$ cat config.mk
export PLATFORM = sky130hd
export DESIGN_NAME = window_sequencer
export DESIGN_NICKNAME = d
export VERILOG_FILES = /design/src/rtl/window_sequencer_pkg.sv /design/src/rtl/window_sequencer_phase_timer.sv /design/src/rtl/window_sequencer.sv
export SDC_FILE = /design/constraint.sdc
export NUM_CORES = 1
export LEC_CHECK = 0
export BUFFER_PORTS_ARGS = -buffer_cell sky130_fd_sc_hd__buf_2
export CAP_MARGIN = 20
export CORE_MARGIN = 3
export CORE_UTILIZATION = 45
export CTS_CLUSTER_DIAMETER = 200
export DETAILED_ROUTE_END_ITERATION = 7
export GPL_TIMING_DRIVEN = 0
export PLACE_DENSITY = 0.69
export SLEW_MARGIN = 20
export SYNTH_ARGS = -nofsm -noshare
export SYNTH_HDL_FRONTEND = slang
export SYNTH_SLANG_ARGS = --single-unit
$ cat constraint.sdc
create_clock -name clk -period 5.1 [get_ports clk]
set_clock_uncertainty 0.05 [all_clocks]
set_input_delay 0.765 -clock clk [delete_from_list [all_inputs] [get_ports clk]]
set_output_delay 0.765 -clock clk [all_outputs]
set_load 0.005 [all_outputs]
$ cat src/rtl/window_sequencer_pkg.sv
// rtl/window_sequencer_pkg.sv - shared state encoding, phase order and mode constants for window_sequencer
package window_sequencer_pkg;

    localparam int CNT_W_DEF = 16;
    localparam int WIN_W_DEF = 8;

    localparam logic [1:0] MODE_ENABLE    = 2'b00;
    localparam logic [1:0] MODE_CALIBRATE = 2'b01;

    localparam logic [2:0] PH_SEND   = 3'd0;
    localparam logic [2:0] PH_INCR   = 3'd1;
    localparam logic [2:0] PH_PAUSE  = 3'd2;
    localparam logic [2:0] PH_LISTEN = 3'd3;
    localparam logic [2:0] PH_NONE   = 3'd4;

    typedef enum logic [2:0] {
        IDLE   = 3'd0,
        SEND   = 3'd1,
        INCR   = 3'd2,
        PAUSE  = 3'd3,
        LISTEN = 3'd4,
        WEND   = 3'd5,
        DONE   = 3'd6
    } state_t;

    function automatic state_t phase_state(input logic [1:0] ph);
        state_t s;
        case (ph)
            2'd0:    s = SEND;
            2'd1:    s = INCR;
            2'd2:    s = PAUSE;
            default: s = LISTEN;
        endcase
        return s;
    endfunction

    // First phase at or after 'first' whose duration is nonzero; WEND when none remain.
    function automatic state_t pick_phase(input logic [2:0] first, input logic [3:0] nonzero);
        state_t s;
        s = WEND;
        for (int i = 3; i >= 0; i--) begin
            if (3'(i) >= first && nonzero[2'(i)]) s = phase_state(2'(i));
        end
        return s;
    endfunction

endpackage

$ cat src/rtl/window_sequencer_phase_timer.sv
// rtl/window_sequencer_phase_timer.sv - loadable down-counter with zero flag for phase timing
module window_sequencer_phase_timer #(
    parameter int W = 16
) (
    input  logic         clk,
    input  logic         rst_n,
    input  logic         load,
    input  logic [W-1:0] load_value,
    input  logic         dec,
    output logic [W-1:0] count,
    output logic         zero
);

    always_ff @(posedge clk or negedge rst_n) begin
        if (!rst_n) begin
            count <= '0;
        end else if (load) begin
            count <= load_value;
        end else if (dec) begin
            count <= count - W'(1);
        end
    end

    assign zero = (count == '0);

endmodule

$ cat src/rtl/window_sequencer.sv
// rtl/window_sequencer.sv - runs SEND/INCREASE/PAUSE/LISTEN windows from latched profile timing
module window_sequencer
    import window_sequencer_pkg::*;
#(
    parameter int CNT_W = CNT_W_DEF,
    parameter int WIN_W = WIN_W_DEF
) (
    input  logic             clk,
    input  logic             rst_n,
    input  logic             start,
    input  logic             abort,
    input  logic [CNT_W-1:0] window_send_time,
    input  logic [CNT_W-1:0] window_increase_time,
    input  logic [CNT_W-1:0] window_pause_time,
    input  logic [CNT_W-1:0] window_listen_time,
    input  logic [WIN_W-1:0] num_windows,
    input  logic             lfd_disable_before,
    input  logic             lfd_enable_after,
    input  logic             calibration_mode,
    input  logic             pause_action_required,
    output logic             busy,
    output logic             send_en,
    output logic             ramp_en,
    output logic             pause_en,
    output logic             listen_en,
    output logic             lfd_off,
    output logic             pause_action,
    output logic             calib_sample,
    output logic             window_done,
    output logic [WIN_W-1:0] window_idx,
    output logic             done,
    output logic             aborted
);

    state_t state, state_next;

    logic [CNT_W-1:0] lat_send, lat_incr, lat_pause, lat_listen;
    logic [CNT_W-1:0] src_send, src_incr, src_pause, src_listen;
    logic [WIN_W-1:0] lat_num;
    logic             lat_disable, lat_enable_after, lat_calib, lat_pause_req;
    logic [3:0]       nonzero;
    logic             start_accept, win_adv, window_start, disable_src, lfd_next;
    logic             tmr_load, tmr_dec, tmr_zero;
    logic [CNT_W-1:0] tmr_value, tmr_count;

    window_sequencer_phase_timer #(.W(CNT_W)) u_timer (
        .clk        (clk),
        .rst_n      (rst_n),
        .load       (tmr_load),
        .load_value (tmr_value),
        .dec        (tmr_dec),
        .count      (tmr_count),
        .zero       (tmr_zero)
    );

    always_ff @(posedge clk or negedge rst_n) begin
        if (!rst_n) begin
            state <= IDLE;
        end else begin
            state <= state_next;
        end
    end

    // In IDLE the live inputs drive phase selection so the first phase starts the cycle after start.
    always_comb begin
        src_send     = (state == IDLE) ? window_send_time     : lat_send;
        src_incr     = (state == IDLE) ? window_increase_time : lat_incr;
        src_pause    = (state == IDLE) ? window_pause_time    : lat_pause;
        src_listen   = (state == IDLE) ? window_listen_time   : lat_listen;
        nonzero      = {src_listen != '0, src_pause != '0, src_incr != '0, src_send != '0};
        state_next   = state;
        start_accept = 1'b0;
        win_adv      = 1'b0;
        if (state != IDLE && abort) begin
            state_next = IDLE;
        end else begin
            case (state)
                IDLE: if (start && !abort) begin
                    start_accept = 1'b1;
                    state_next   = (num_windows == '0) ? DONE : pick_phase(PH_SEND, nonzero);
                end
                SEND:   if (tmr_zero) state_next = pick_phase(PH_INCR, nonzero);
                INCR:   if (tmr_zero) state_next = pick_phase(PH_PAUSE, nonzero);
                PAUSE:  if (tmr_zero) state_next = pick_phase(PH_LISTEN, nonzero);
                LISTEN: if (tmr_zero) state_next = pick_phase(PH_NONE, nonzero);
                WEND: begin
                    if (window_idx == lat_num - WIN_W'(1)) begin
                        state_next = DONE;
                    end else begin
                        win_adv    = 1'b1;
                        state_next = pick_phase(PH_SEND, nonzero);
                    end
                end
                DONE:    state_next = IDLE;
                default: state_next = IDLE;
            endcase
        end
    end

    always_comb begin
        tmr_load  = (state_next != state) && (state_next inside {SEND, INCR, PAUSE, LISTEN});
        tmr_dec   = (state inside {SEND, INCR, PAUSE, LISTEN}) && !tmr_zero;
        case (state_next)
            SEND:    tmr_value = src_send - CNT_W'(1);
            INCR:    tmr_value = src_incr - CNT_W'(1);
            PAUSE:   tmr_value = src_pause - CNT_W'(1);
            LISTEN:  tmr_value = src_listen - CNT_W'(1);
            default: tmr_value = '0;
        endcase
    end

    // A window start that forces LFD off wins over the release from the preceding WEND.
    always_comb begin
        window_start = (start_accept && num_windows != '0) || win_adv;
        disable_src  = (state == IDLE) ? lfd_disable_before : lat_disable;
        lfd_next     = lfd_off;
        if (state_next == IDLE) begin
            lfd_next = 1'b0;
        end else begin
            if (state == WEND && lat_enable_after) lfd_next = 1'b0;
            if (window_start && disable_src) lfd_next = 1'b1;
        end
    end

    always_ff @(posedge clk or negedge rst_n) begin
        if (!rst_n) begin
            lat_send         <= '0;
            lat_incr         <= '0;
            lat_pause        <= '0;
            lat_listen       <= '0;
            lat_num          <= '0;
            lat_disable      <= 1'b0;
            lat_enable_after <= 1'b0;
            lat_calib        <= 1'b0;
            lat_pause_req    <= 1'b0;
            window_idx       <= '0;
            lfd_off          <= 1'b0;
            aborted          <= 1'b0;
        end else begin
            if (start_accept) begin
                lat_send         <= window_send_time;
                lat_incr         <= window_increase_time;
                lat_pause        <= window_pause_time;
                lat_listen       <= window_listen_time;
                lat_num          <= num_windows;
                lat_disable      <= lfd_disable_before;
                lat_enable_after <= lfd_enable_after;
                lat_calib        <= calibration_mode;
                lat_pause_req    <= pause_action_required;
                window_idx       <= '0;
            end else if (win_adv) begin
                window_idx <= window_idx + WIN_W'(1);
            end
            lfd_off <= lfd_next;
            aborted <= (state != IDLE) && abort;
        end
    end

    assign busy         = (state != IDLE);
    assign send_en      = (state == SEND);
    assign ramp_en      = (state == INCR);
    assign pause_en     = (state == PAUSE);
    assign listen_en    = (state == LISTEN);
    assign window_done  = (state == WEND);
    assign done         = (state == DONE);
    assign pause_action = (state == PAUSE) && lat_pause_req && (tmr_count == lat_pause - CNT_W'(1));
    assign calib_sample = (state == LISTEN) && lat_calib && tmr_zero;

endmodule

Word-level counts from Yosys, hierarchy flattened
Cells that the tools add are included.
Word-level totals
  register bits: 105
  bits of input ports: 80
  output and inout port bits: 19
  logic and storage cells: 92
Cells by class
  $add $sub $neg: 8
  equal/unequal tests: 13
  muxes and demuxes: 29
  reductions and logical operators: 28
Operators by type and width (number)
  $mux W16: 6
  $sub A16 B1 Y16 const B: 6
  $pmux W16 S4: 1
  $reduce_bool A16 Y1: 2
  $mux W3: 9
  $eq A16 B16 Y1: 1
  $logic_not A16 Y1: 1
  $mux W8: 2
  $pmux W3 S5: 1
  $eq A3 B2 Y1 const B: 4
  $eq A3 B3 Y1 const B: 4
  $logic_and A1 B1 Y1: 11
  $mux W1: 10
  $add A8 B1 Y8 const B: 1
  $eq A8 B8 Y1: 1
  $logic_not A8 Y1: 1
  $reduce_bool A4 Y1: 2
  $reduce_bool A8 Y1: 1
  $sub A8 B1 Y8 const B: 1
  $eq A3 B1 Y1 const B: 2
  $logic_not A3 Y1: 2
  $reduce_bool A3 Y1: 2
  $reduce_bool A2 Y1: 2
  $ne A3 B3 Y1: 1
  other kinds (3): 4

Logic depth before layout (Yosys ltp)
  depth after elaboration: 13
  gate-level depth with buffers: 17
  mapped depth without buffers: 16

Modules after synthesis
A second synthesis with hierarchy kept.
Unflattened totals
  cell total of the unflattened synthesis: 914
  area, all modules: 7161.9 um2
By module, submodules not included
  window_sequencer: times used 1, cells an instance 817, area each 6194.7 um2, seq. area each 2227.1 um2
  window_sequencer_phase_timer: times used 1, cells an instance 97, area each 967.2 um2, seq. area each 400.4 um2

Least setup slack after synthesis
OpenSTA, ideal clock, no wires.
  path kind: input port to flip-flop
  from: in num_windows[5]
  to: reg u_timer.count[13]
  library setup time: 0.125 ns
  arrival: 3.843 ns
  required time: 4.925 ns
  slack: 1.082 ns
  stages: 10
  buffers on the path: 0
  cell sequence: or4_1 o211ai_1 a32oi_4 nor3_1 nor4_1 a211oi_1 nand4_4 nor4_2 xnor2_1 mux2_2
Between the ends
  word-level cells in the longest chain between the ends: 9
  elaborated cells between the ends (all ways): 15
  those cells by class: eq/ne: 5; mux: 6; reduce/logical: 4
RTL lines
  start, declared: line window_sequencer.sv:16  | input logic [WIN_W-1:0] num_windows,
  $logic_not A8 Y1 *: line window_sequencer.sv:80  | state_next = (num_windows == '0) ? DONE : pick_phase(PH_SEND, nonzero);
  $mux W3 *: line window_sequencer.sv:80
  $mux W3 *: line window_sequencer.sv:78  | IDLE: if (start && !abort) begin
  $pmux W3 S5 *: line window_sequencer.sv:77  | case (state)
  $mux W3 *: line window_sequencer.sv:74  | if (state != IDLE && abort) begin
  $eq A3 B1 Y1, or another cell as far along: line window_sequencer.sv:101, window_sequencer.sv:103
  $reduce_bool A4 Y1: line window_sequencer.sv:101  | tmr_load = (state_next != state) && (state_next inside {SEND, INCR, PAUSE, LISTEN});
  $logic_and A1 B1 Y1: line window_sequencer.sv:101
  $mux W16 or $reduce_bool A2 Y1 (tied branches)
  end signal, assigned: line window_sequencer_phase_timer.sv:18  | count <= load_value;
  end signal, assigned: line window_sequencer_phase_timer.sv:20  | count <= count - W'(1);
  end, declared: line window_sequencer_phase_timer.sv:10  | output logic [W-1:0] count,
Mark *: on every way between the ends. The rest lies on a longest branch, timed or not.
A chain may end at the register's enable or synchronous reset.

Worst setup path after layout
  from: reg state[1]
  to: reg u_timer.count[15]
Between the ends
  word-level cells in the longest chain between the ends: 12
  elaborated cells between the ends (all ways): 39
  those cells by class: add/sub: 4; eq/ne: 10; mux: 15; reduce/logical: 10
RTL lines
  start, declared: line window_sequencer.sv:35  | state_t state, state_next;
  start signal, assigned: line window_sequencer.sv:60  | state <= state_next;
  $logic_not A3 Y1
  $mux W16: line window_sequencer.sv:66  | src_send = (state == IDLE) ? window_send_time : lat_send;
  $reduce_bool A16 Y1: line window_sequencer.sv:70  | nonzero = {src_listen != '0, src_pause != '0, src_incr != '0, src_send != '0};
  $mux W3: line window_sequencer_pkg.sv:42  | if (3'(i) >= first && nonzero[2'(i)]) s = phase_state(2'(i));
  $mux W3: line window_sequencer.sv:80
  $mux W3: line window_sequencer.sv:78
  $pmux W3 S5: line window_sequencer.sv:77
  $mux W3: line window_sequencer.sv:74
  $eq A3 B1 Y1, or another cell as far along: line window_sequencer.sv:101, window_sequencer.sv:103
  $reduce_bool A4 Y1: line window_sequencer.sv:101
  $logic_and A1 B1 Y1: line window_sequencer.sv:101
  $mux W16 or $reduce_bool A2 Y1 (tied branches)
Parallel ways exist; a longest one is shown, timed or not. The select of a mux whose other input is x is not followed.

==> summary.txt <==
Status
  – Status: complete, no violations

Routing
  – DR pass1 iterations: 5
  – Antenna Nets Post-Route: 0
  – Via density: 5.605
  – DR DRC count: 0
  – Iter 0 DRT Violations: 586
  – WL final: 23550 um
  – Vias: 6995
  – Avg WL per Cell: 18.87 um

Global routing
  – Vias in the first global route: 6549
  – First-pass GRT wire length: 37200 um
  – Initial antenna violation count: 0
  – GR Overflow Total: 0
  – Largest net degree at the start of global routing: 55
  – Global Route Usage Sum: 26.93%

Power and ir drop
  – Pwr Density: 506.3 nW/um2
  – Maximum vdd drop: 0.2633 mV
  – Leakage: 3.890 nW

Layout
  – Post-Layout Inst Area: 8292 um2
  – Layout cells sized above 1: 15.24%
  – Synth-to-layout area growth: 15.25%
  – Non-Filler Instances: 1248
  – Nets: 1118
  – Final core utilization: 53.75%
  – Ant. Diodes: 0

Logic synthesis
  – Synth Area per Inst: 7.803 um2
  – Syn_nets: 1008
  – Top FF cell, synth: dfrtp_1
  – Post-synth EDFFs: 0
  – Ys Warns: 0
  – Distinct cells, synth: 82
  – FF+latch count, synth: 105
  – Mapped Cells: 922
  – Ys async rst share: 100.0%
  – Part of the Yosys area used for sequential elements: 36.52%
  – Area of the mapped netlist: 7194 um2

Timing
  – Unrepaired setup endpoints after global routing: false
  – Slew margin rel.: 43.83%
  – Worst Tran Pin Value: 0.8363 ns
  – Final min period: 4.839 ns
  – Count of final max-slew check failures: 0
  – Final Hold Fails: 0
  – Highest clock rate: 206.7 MHz
  – # setup viols final: 0
  – Crit share post-route: 94.88%

Clocking
  – Hold buffers post-CTS: 0
  – Htree depth: 3
  – Clock Sinks: 105
  – Clock-pin slew on the worst setup and hold paths: 0.08 ns
  – Clock Path Buffers: 2
  – Root Buffer: clkbuf_16
  – Setup bufs post-CTS: 0
  – PostCTS Resize Cnt: 1
  – Worst-skew pair later-pin latency: 0.37 ns
  – CTS tree: built
  – TritonCTS buffer count: 9

Placement
  – Area after DPL: 7991 um2
  – Placed Cells: 1232
  – HPWL Detailed: 18130 um
  – Final GP Congestion: 0.9838
  – Port bufs: 98

Flow run
  – Max-Cap Viols: 0

Critical path
  – Worst Setup End Kind: flop
  – Worst EP arrival: 5.02 ns
  – Critical Setup Path Class: flop to flop
  – Reg-to-reg slack, setup: 0.26 ns
  – Worst path required time: 5.28 ns
  – CP Max Fanout: 10
  – CP startpoint kind: flop

Die
  – Row count: 45
  – Chip Height: 132.4 um
  – Die ar.: 17540 um2
  – Die width: 132.4 um
  – Starting Density: 46.63%
  – Core area: 15430 um2
  – Io pins: 99

Hold path
  – Worst Hold Class: input port to async pin
==> registers in the layout, indices dropped and copies added, names as in the netlist <==
register          flops
aborted               1
lat_calib             1
lat_disable           1
lat_enable_after      1
lat_incr             16
lat_listen           16
lat_num               8
lat_pause            16
lat_pause_req         1
lat_send             16
lfd_off               1
state                 3
u_timer.count        16
window_idx            8
==> worst paths after layout <==
check / startpoint / to / cells past startpoint
min in group clk: lat_incr[6] / lat_incr[6] / 2
max reg2reg: state[1] / u_timer.count[15] / 11
max: state[1] / u_timer.count[15] / 11
min: rst_n / u_timer.count[2] / 1
max in group asynchronous: rst_n / lat_incr[10] / 2
min reg2reg: lat_incr[6] / lat_incr[6] / 2
==> through the flow <==
stage | hold WS [ns] | power, mW | worst slack, ns | TNS (ns)
2_1_floorplan | 0.3874 | 2.890 | 1.082 | 0
3_3_place_gp | 0.4068 | 3.426 | -0.1134 | -0.2155
3_5_place_dp | 0.4118 | 3.469 | -0.06000 | -0.06152
4_1_cts | 0.3256 | 4.182 | 0.1252 | 0
5_1_grt | 0.3429 | 4.511 | 0.1321 | 0
6_report | 0.3047 | 4.198 | 0.2613 | 0
==> cells by family after synthesis <==
kind of cell / Yosys count / synth area share [%]
AO/OA/AOI/OAI: 137 / 14.42
AND/OR/NAND/NOR: 522 / 33.13
adder cells (fa/ha/maj): 6 / 1.043
XOR/XNOR: 58 / 7.061
flip-flops: 105 / 36.52
multiplexers: 31 / 4.330
buffers and inverters: 63 / 3.495
==> cell type report <==
| cell class | count | area [um2] |
|---|---|---|
| fill | 1529 | 7136 |
| clock buffer | 9 | 225.2 |
| sequential | 105 | 2628 |
| multi-input combinational | 754 | 4337 |
| timing repair buffer | 99 | 524.3 |
| buffer | 51 | 209.0 |
| tap | 211 | 264.0 |
| clock inverter | 7 | 60.06 |
| inverter | 12 | 45.04 |
==> report_power, final <==
group / leakage (nW) / internal, mW / switching, mW
Clock: 0.143 / 0.342 / 0.361
Combinational: 2.42 / 0.786 / 1.19
Sequential: 1.33 / 1.18 / 0.333
Total: 3.89 / 2.31 / 1.89
==> cells in the mapped netlist, types with 5 or more instances <==
cell / n / area (um2)
nand3_1: 8 / 40.04
buf_1: 6 / 22.52
nor2_1: 49 / 183.9
ha_1: 6 / 75.07
o21ai_0: 24 / 120.1
nand2_1: 347 / 1303
nor4_2: 6 / 75.07
or3_1: 5 / 31.28
nand2b_1: 6 / 37.54
o211ai_1: 7 / 52.55
nand4_1: 12 / 75.07
a31oi_1: 8 / 50.05
a221oi_1: 5 / 43.79
and3_1: 5 / 31.28
a211oi_1: 9 / 67.56
dfrtp_1: 105 / 2628
nor4_1: 16 / 100.1
a21oi_1: 23 / 115.1
inv_1: 11 / 41.29
clkbuf_1: 40 / 150.1
mux2i_1: 30 / 300.3
o21ai_1: 7 / 35.03
xor2_1: 28 / 245.2
xnor2_1: 30 / 262.8
nor3_1: 29 / 145.1
==> metal layers <==
metal,global-route usage (%),vias to the layer above,share of wire (%)
li1,-,3401,-
met5,0,-,0
met4,7.275,0,1.8
met1,39.21,3299,45
met2,42.63,270,46
met3,3.232,25,6.6
==> worst max-delay path, cell delays in order (launching register included) <==
cell	delay [ns]
dfrtp_1	0.44
nor3_2	0.44
clkbuf_2	0.41
clkbuf_1	0.58
clkbuf_2	0.46
clkbuf_1	0.52
clkbuf_1	0.61
mux2i_1	0.40
o21ai_0	0.22
nor4_2	0.32
xnor2_1	0.16
o21ai_1	0.07
==> layout by cell type, fill, tap and decap left out, types with 3 or more instances in the layout <==
| cell | netlist | routed |
|---|---|---|
| nor4_2 | 6 | 5 |
| nand3b_1 | 4 | 4 |
| nor4_1 | 16 | 16 |
| o32a_1 | 3 | 3 |
| dfrtp_1 | 105 | 105 |
| o21ai_0 | 24 | 23 |
| a21oi_1 | 23 | 23 |
| a2111oi_0 | 4 | 4 |
| and4_1 | 4 | 4 |
| and2_1 | 4 | 4 |
| nor2_1 | 49 | 48 |
| o32ai_1 | 4 | 4 |
| buf_1 | 6 | 6 |
| clkbuf_1 | 40 | 38 |
| clkbuf_16 | 0 | 9 |
| xor2_1 | 28 | 28 |
| inv_1 | 11 | 11 |
| o22ai_1 | 4 | 4 |
| o21ai_1 | 7 | 8 |
| nor2b_1 | 4 | 4 |
| buf_2 | 3 | 100 |
| or3_1 | 5 | 5 |
| a211oi_1 | 9 | 9 |
| nor3_1 | 29 | 28 |
| nand2b_1 | 6 | 6 |
| inv_6 | 0 | 3 |
| mux2i_1 | 30 | 30 |
| nand3_1 | 8 | 7 |
| nor3b_1 | 3 | 3 |
| a31oi_1 | 8 | 8 |
| nand4_1 | 12 | 12 |
| a221oi_1 | 5 | 5 |
| o211ai_1 | 7 | 7 |
| ha_1 | 6 | 6 |
| and3b_1 | 4 | 4 |
| nand2_1 | 347 | 347 |
| o221ai_1 | 4 | 4 |
| xnor2_1 | 30 | 30 |
| and3_1 | 5 | 5 |
Note: power is estimated with default switching activity, not from simulation.
